==> config.mk <==
export PLATFORM = sky130hd
export DESIGN_NAME = rol_6_bit
export DESIGN_NICKNAME = d
export VERILOG_FILES = /design/src/rtl/rol_6_bit.sv
export SDC_FILE = /design/constraint.sdc
export NUM_CORES = 1
export LEC_CHECK = 0
export CORE_MARGIN = 2
export CORE_UTILIZATION = 45
export DETAILED_ROUTE_END_ITERATION = 12
export PLACE_DENSITY = 0.72
export SLEW_MARGIN = 20
export SYNTH_ARGS = -nofsm -noshare
export SYNTH_HDL_FRONTEND = slang
export SYNTH_SLANG_ARGS = --single-unit
export TNS_END_PERCENT = 5
==> constraint.sdc <==
create_clock -name clk -period 1.2 [get_ports clk]
set_input_delay 0.24 -clock clk [delete_from_list [all_inputs] [get_ports clk]]
set_output_delay 0.24 -clock clk [all_outputs]
set_load 0.01 [all_outputs]
==> src/rtl/rol_6_bit.sv <==
// Rotate-left-through-carry of the 7-bit ring {cf_prev, a} by (b mod 7), with registered result and flags.
// Latency is 1 cycle and throughput is one operation per cycle. There is no backpressure: in_valid captures unconditionally.
module rol_6_bit (
  input  logic       clk,
  input  logic       rst_n,
  input  logic       in_valid,
  input  logic [5:0] a,
  input  logic [5:0] b,
  input  logic       cf_prev,
  output logic [5:0] r,
  output logic       cf,
  output logic       sf,
  output logic       zf,
  output logic       out_valid
);

  logic [3:0] w_sum1;
  logic [3:0] w_sum2;
  logic [3:0] w_sum2_m7;
  logic [2:0] w_n;
  logic [6:0] w_ring;
  logic [6:0] w_rot;

  logic [5:0] r_res;
  logic       r_cf;
  logic       r_sf;
  logic       r_zf;
  logic       r_vld;

  // Because 8 == 1 (mod 7), the octal digits of b can be folded together. Two folds leave a value of 0..8.
  assign w_sum1    = {1'b0, b[5:3]} + {1'b0, b[2:0]};
  assign w_sum2    = {3'b000, w_sum1[3]} + {1'b0, w_sum1[2:0]};
  assign w_sum2_m7 = w_sum2 - 4'd7;
  assign w_n       = (w_sum2 >= 4'd7) ? w_sum2_m7[2:0] : w_sum2[2:0];

  assign w_ring = {cf_prev, a};

  always_comb begin
    w_rot = w_ring;
    case (w_n)
      3'd1:    w_rot = {w_ring[5:0], w_ring[6]};
      3'd2:    w_rot = {w_ring[4:0], w_ring[6:5]};
      3'd3:    w_rot = {w_ring[3:0], w_ring[6:4]};
      3'd4:    w_rot = {w_ring[2:0], w_ring[6:3]};
      3'd5:    w_rot = {w_ring[1:0], w_ring[6:2]};
      3'd6:    w_rot = {w_ring[0],   w_ring[6:1]};
      default: w_rot = w_ring;
    endcase
  end

  always_ff @(posedge clk or negedge rst_n) begin
    if (!rst_n) begin
      r_res <= 6'd0;
      r_cf  <= 1'b0;
      r_sf  <= 1'b0;
      r_zf  <= 1'b0;
      r_vld <= 1'b0;
    end else begin
      r_vld <= in_valid;
      if (in_valid) begin
        r_res <= w_rot[5:0];
        r_cf  <= w_rot[6];
        r_sf  <= w_rot[5];
        r_zf  <= ~|w_rot[5:0];
      end
    end
  end

  assign r         = r_res;
  assign cf        = r_cf;
  assign sf        = r_sf;
  assign zf        = r_zf;
  assign out_valid = r_vld;

endmodule

==> impl_metrics.env, run 1 <==
export IMPL_fin_nets=238
export IMPL_cts_tree="built"
export IMPL_worst_slack_ns=-2.32
export IMPL_via_per_inst=6.04
export IMPL_firstDrtPassIters=4
export IMPL_p_total_uw=3390
export IMPL_synth_fp_nets=170
export IMPL_worstSetupStartpointType="input pin"
export IMPL_drt_wl_total_um=4060
export IMPL_hold_viol_final=0
export IMPL_antenna_found_initial=0
export IMPL_violations="negative setup slack"
export IMPL_synth_top_area_share_pct=18.3
export IMPL_layout_drive_gt1_share_pct=45.3
export IMPL_worstRegToRegCells=1
export IMPL_clock_sinks=9
export IMPL_run_status="finished with violations"
export IMPL_r2r_end="r[1]$_DFFE_PN0P_"
export IMPL_synth_edf_count=0
export IMPL_setup_viol=8
export IMPL_drtIter0Drc=97
export IMPL_clock_latency_ns=0.27
export IMPL_grt_pass1_vias=1476
export IMPL_fillCellCount=174
export IMPL_synthArstFlopShare_pct=100
export IMPL_ir_drop_uv=1560
export IMPL_chipHeight_um=56.3
export IMPL_synth_area_sq_um=1230
export IMPL_timing_final_crit_share_pct=293
export IMPL_vias=1473
export IMPL_fin_setup_tns_ns=-16.45
export IMPL_port_buffers=25
export IMPL_final_antenna_net_count=0
export IMPL_final_cells=244
export IMPL_htree_levels=1
export IMPL_gp_congestion=0.983
export IMPL_required_ns=1.37
export IMPL_tightest_slew_ns=0.443
export IMPL_wl_per_cell_um=16.6
export IMPL_yosys_area_top_type="dfrtp_1"
export IMPL_pwr_share_comb_pct=78.1
export IMPL_grt_pass1_wl_um=6470
export IMPL_slew_headroom_pct=70.4
export IMPL_n_antenna_cell=0
export IMPL_crit_path_start="b[4]"
export IMPL_powerDensity_nw_per_um2=1700
export IMPL_r2r_start="r[1]$_DFFE_PN0P_"
export IMPL_rsz0062_at_grt="yes"
export IMPL_clockPowerShare_pct=7.3
export IMPL_die_x_um=56.3
export IMPL_drc_errors=0
export IMPL_overflow=0
export IMPL_ys_flop_type="dfrtp_1"
export IMPL_placed_cell_area_sq_um=1850
export IMPL_crit_type="in -> reg"
export IMPL_fin_skew_ns=0
export IMPL_dp_hpwl_um=2950
export IMPL_ys_top_cells_by_area="dfrtp_1 (18%), mux2_2 (8.2%), a22oi_1 (6.1%)"
export IMPL_cts_buffer_depth=2
export IMPL_ctsHoldBuffers=0
export IMPL_seq_area_frac_synth_pct=18.3
export IMPL_netlist_instances=147
export IMPL_finalMaxSlewViolations=0
export IMPL_core_area_sq_um=2520
export IMPL_yosys_warnings=0
export IMPL_hold_path_class="in -> async"
export IMPL_final_cell_mix="buf_4 (53), a22oi_1 (10), mux2_2 (9), dfrtp_1 (9), clkdlybuf4s50_1 (9)"
export IMPL_p_sw_share_pct=41.8
export IMPL_boundaryPins=26
export IMPL_drv_cap=0
export IMPL_p_int_uw=1970
export IMPL_power_switching_uw=1420
export IMPL_reg2reg_slack_ns=0.44
export IMPL_layout_commonest_cell="buf_4"
export IMPL_cts_made_buffers=3
export IMPL_clk_pin_slew_worst_paths_ns=0.07
export IMPL_synth_seq_cells=9
export IMPL_finalCriticalPeriod_ns=3.52
export IMPL_rows=18
export IMPL_cts_root_buffer="clkbuf_4"
export IMPL_endpoint_kind="register"
export IMPL_fmax_mhz=284
export IMPL_synth_area_per_cell_sq_um=8.36
export IMPL_pwr_share_seq_pct=14.7
export IMPL_initial_core_util_pct=48.7
export IMPL_place_inst=231
export IMPL_synth_cell_types=50
export IMPL_grt_max_degree=18
export IMPL_dieArea_sq_um=3160
export IMPL_p_leak_uw=0.000877
export IMPL_critical_path_arrival_ns=3.69
export IMPL_final_area_sq_um=2000
export IMPL_syn2layout_area_growth_pct=62.4
export IMPL_critPathMaxFanout=8
export IMPL_globalRouteTotalUtil_pct=25.0
export IMPL_finish_utilization_pct=79.1
==> cell families after synthesis <==
group	synth area share, %
AND/OR/NAND/NOR	16.9
buffers and inverters	9.47
multiplexers	15.4
flip-flops	18.3
AO/OA/AOI/OAI	30.1
XOR/XNOR	2.04
adder cells (fa/ha/maj)	7.74
==> through the flow <==
stage	hold slack (ns)	setup slack, ns
5_1_grt	0.321	-2.43
3_3_place_gp	0.478	-2.90
3_5_place_dp	0.494	-3.02
2_1_floorplan	-0.0556	-2.45
4_1_cts	0.274	-2.32
6_report	0.259	-2.32
==> state kept, by name, summed over array words and instances, names as in the netlist <==
name,flops
r,6
out_valid,1
cf,1
zf,1
==> cell usage after synthesis, drive strengths merged, types with 2 or more instances <==
| cell type | instances |
|---|---|
| a21o | 4 |
| a21oi | 6 |
| a221oi | 3 |
| a22oi | 10 |
| a311oi | 2 |
| a31oi | 3 |
| and3 | 2 |
| buf | 9 |
| clkbuf | 6 |
| dfrtp | 9 |
| ha | 6 |
| inv | 9 |
| mux2 | 10 |
| mux2i | 5 |
| nand2 | 6 |
| nand2b | 5 |
| nand3 | 4 |
| nand3b | 2 |
| nand4b | 2 |
| nor2 | 10 |
| o21ai | 7 |
| o22a | 2 |
| o22ai | 4 |
| or3 | 4 |
==> worst max-delay path: stages <==
cell      delay, ns
buf_8          0.10
ha_4           0.22
a21o_1         0.16
a21o_4         0.20
ha_4           0.16
ha_4           0.27
ha_4           0.18
nand2b_4       0.06
and3_4         0.17
or3_4          0.32
mux4_2         0.58
nor2_1         0.14
a31oi_1        0.08
or4_1          0.59
o41ai_2        0.21
==> power by group through the flow <==
stage                     combinational, uW  sequential [uW]  clock (uW)
after floorplan                        1320              562           0
after global placement                 2310              500           0
after detailed placement               2370              505           0
after CTS                              2430              496         249
after global routing                   2820              509         258
final                                  2650              497         246
==> cell type report <==
type | instances | area, sq um | area share (%)
Tap cell | 30 | 37.5 | 1.88
Multi-Input combinational cell | 114 | 1020 | 51.3
Timing Repair Buffer | 78 | 649 | 32.5
Inverter | 9 | 33.8 | 1.69
Clock buffer | 4 | 26.3 | 1.32
Sequential cell | 9 | 225 | 11.3
==> per-layer routing <==
metal	track usage, %	routed length (um)	vias up
li1	-	-	702
met1	29.7	1640	695
met2	46.7	2140	68
met3	2.53	196	8
met4	7.82	80	0
met5	0	0	-
==> what timing repair did <==
item / CTS / global route
gates cloned: 0 / 0
setup endpoints to repair: 18 / 12
gates resized for setup: 43 / 12
pin swaps: 12 / 10
setup buffers: 5 / 4
==> worst max-delay path by stage <==
stage	to	cells past startpoint	slack (ns)
6_report	zf$_DFFE_PN0P_	15	-2.32
5_1_grt	zf$_DFFE_PN0P_	15	-2.43
4_1_cts	zf$_DFFE_PN0P_	15	-2.32
3_5_place_dp	zf$_DFFE_PN0P_	15	-3.02
3_3_place_gp	zf$_DFFE_PN0P_	15	-2.90
2_1_floorplan	zf$_DFFE_PN0P_	16	-2.45
(Power assumes the default switching activity.)
==> run 2, diff against run 1 <==
--- a/config.mk
+++ b/config.mk
@@ -5,10 +5,12 @@
 export SDC_FILE = /design/constraint.sdc
 export NUM_CORES = 1
 export LEC_CHECK = 0
+export ABC_CLOCK_PERIOD_IN_PS = 1200
 export CORE_MARGIN = 2
 export CORE_UTILIZATION = 45
 export DETAILED_ROUTE_END_ITERATION = 12
 export PLACE_DENSITY = 0.72
+export RECOVER_POWER = 50
 export SLEW_MARGIN = 20
 export SYNTH_ARGS = -nofsm -noshare
 export SYNTH_HDL_FRONTEND = slang
==> run 2 against run 1 <==
Against the previous run:
- first-iteration DRC count stayed put
- clock power about the same
- critical path depth did not move
- critical path type unchanged
- register-to-register slack is essentially flat
- largest power group unchanged
- the flow still finishes with violations (negative setup slack)
- clock skew stayed put
- core utilization is the same
- wire length is the same
- clock-buffer cell count did not move
==> impl_metrics.env, run 2 (synthesis gave the netlist of run 1 again) <==
export IMPL_run_status="finished with violations"
export IMPL_violations="negative setup slack"
export IMPL_n_antenna_cell=0
export IMPL_clock_latency_ns=0.27
export IMPL_worstSetupStartpointType="input pin"
export IMPL_via_per_inst=6.04
export IMPL_endpoint_kind="register"
export IMPL_grt_pass1_vias=1476
export IMPL_port_buffers=25
export IMPL_critical_path_arrival_ns=3.69
export IMPL_top_usage_layer="met2"
export IMPL_boundaryPins=26
export IMPL_p_total_uw=3390
export IMPL_drv_cap=0
export IMPL_rsz0062_at_grt="yes"
export IMPL_timing_final_crit_share_pct=293
export IMPL_dp_hpwl_um=2950
export IMPL_initial_core_util_pct=48.7
export IMPL_finish_utilization_pct=79.1
export IMPL_worst_slack_ns=-2.32
export IMPL_finalCriticalPeriod_ns=3.52
export IMPL_antenna_found_initial=0
export IMPL_vias=1473
export IMPL_clk_pin_slew_worst_paths_ns=0.07
export IMPL_firstDrtPassIters=4
export IMPL_critPathMaxFanout=8
export IMPL_grt_pass1_wl_um=6470
export IMPL_cts_made_buffers=3
export IMPL_final_antenna_net_count=0
export IMPL_layout_commonest_cell="buf_4"
export IMPL_grt_max_degree=18
export IMPL_gp_congestion=0.983
export IMPL_drc_errors=0
export IMPL_tightest_slew_ns=0.443
export IMPL_cts_root_buffer="clkbuf_4"
export IMPL_use_met3_pct=2.53
export IMPL_globalRouteTotalUtil_pct=25.0
export IMPL_worstRegToRegCells=1
export IMPL_final_cell_mix="buf_4 (53), a22oi_1 (10), mux2_2 (9), dfrtp_1 (9)"
export IMPL_r2r_start="r[1]$_DFFE_PN0P_"
export IMPL_cts_tree="built"
export IMPL_fin_setup_tns_ns=-16.45
export IMPL_overflow=0
export IMPL_syn2layout_area_growth_pct=62.4
export IMPL_final_cells=244
export IMPL_htree_levels=1
export IMPL_chipHeight_um=56.3
export IMPL_largest_reg_flops=6
export IMPL_r2r_end="r[1]$_DFFE_PN0P_"
export IMPL_place_inst=231
export IMPL_wl_per_cell_um=16.6
export IMPL_drt_wl_total_um=4060
export IMPL_powerDensity_nw_per_um2=1700
export IMPL_layout_drive_gt1_share_pct=45.3
export IMPL_dieArea_sq_um=3160
export IMPL_multi_input_area_sq_um=1020
export IMPL_finalMaxSlewViolations=0
export IMPL_crit_type="in -> reg"
export IMPL_p_leak_uw=0.000877
export IMPL_drtIter0Drc=97
export IMPL_fin_nets=238
export IMPL_clock_sinks=9
export IMPL_hold_path_class="in -> async"
export IMPL_worst_hold_slack_ns=0.329
export IMPL_fmax_mhz=284
export IMPL_cts_buffer_depth=2
export IMPL_required_ns=1.37
export IMPL_fillCellCount=174
export IMPL_setup_viol=8
export IMPL_die_x_um=56.3
export IMPL_core_area_sq_um=2520
export IMPL_hold_viol_final=0
export IMPL_reg2reg_slack_ns=0.44
export IMPL_rows=18
export IMPL_fin_skew_ns=0
export IMPL_grt_use_met1_pct=29.7
export IMPL_ff_latch_area_sq_um=225
export IMPL_ctsHoldBuffers=0
export IMPL_ir_drop_uv=1560
export IMPL_use_met2_pct=46.7
export IMPL_slew_headroom_pct=70.4
[run 2: changes by cell type in the layout (fill, tap and decap cells not counted)]
| cell | previous run | this run |
|---|---|---|
| clkdlybuf4s50_1 | 9 | 7 |
| dlygate4sd3_1 | 0 | 2 |
[run 2: what timing repair did]
action / CTS / global route
gates resized for setup: 43 / 12
setup buffers: 5 / 4
gates cloned: 0 / 0
setup endpoints to repair: 18 / 12
pin swaps: 12 / 10
[run 2: critical path, cell delays in order]
cell      delay, ns
buf_8          0.10
ha_4           0.22
a21o_1         0.16
a21o_4         0.20
ha_4           0.16
ha_4           0.27
ha_4           0.18
nand2b_4       0.06
and3_4         0.17
or3_4          0.32
mux4_2         0.58
nor2_1         0.14
a31oi_1        0.08
or4_1          0.59
o41ai_2        0.21
[run 2: final cells by class]
type	instances	share of cell area [%]
tap	30	1.88
clock buffer	4	1.32
multi-input combinational	114	51.3
timing repair buffer	78	32.5
sequential	9	11.3
inverter	9	1.69
[run 2: per-stage QoR]
stage          instance area (sq um)  worst slack, ns
6_report                        2000            -2.32
4_1_cts                         1930            -2.32
3_3_place_gp                    1850            -2.90
2_1_floorplan                   1320            -2.45
5_1_grt                         2000            -2.43
3_5_place_dp                    1850            -3.02
[run 2: power breakdown]
part           switching, uW  internal, uW  total, uW
combinational           1240          1410       2650
clock                    118           129        246
sequential              64.5           432        497
[run 2: how the worst max path moves through the flow]
stage | endpoint | from | slack, ns | cells past startpoint
2_1_floorplan | zf$_DFFE_PN0P_ | b[0] | -2.45 | 16
3_3_place_gp | zf$_DFFE_PN0P_ | b[0] | -2.90 | 15
3_5_place_dp | zf$_DFFE_PN0P_ | b[0] | -3.02 | 15
4_1_cts | zf$_DFFE_PN0P_ | b[4] | -2.32 | 15
5_1_grt | zf$_DFFE_PN0P_ | b[0] | -2.43 | 15
6_report | zf$_DFFE_PN0P_ | b[4] | -2.32 | 15
[run 2: metal layers]
metal,part of all wire [%],vias to the layer above
li1,-,702
met3,4.8,8
met5,0,-
met2,53,68
met4,2.0,0
met1,40,695
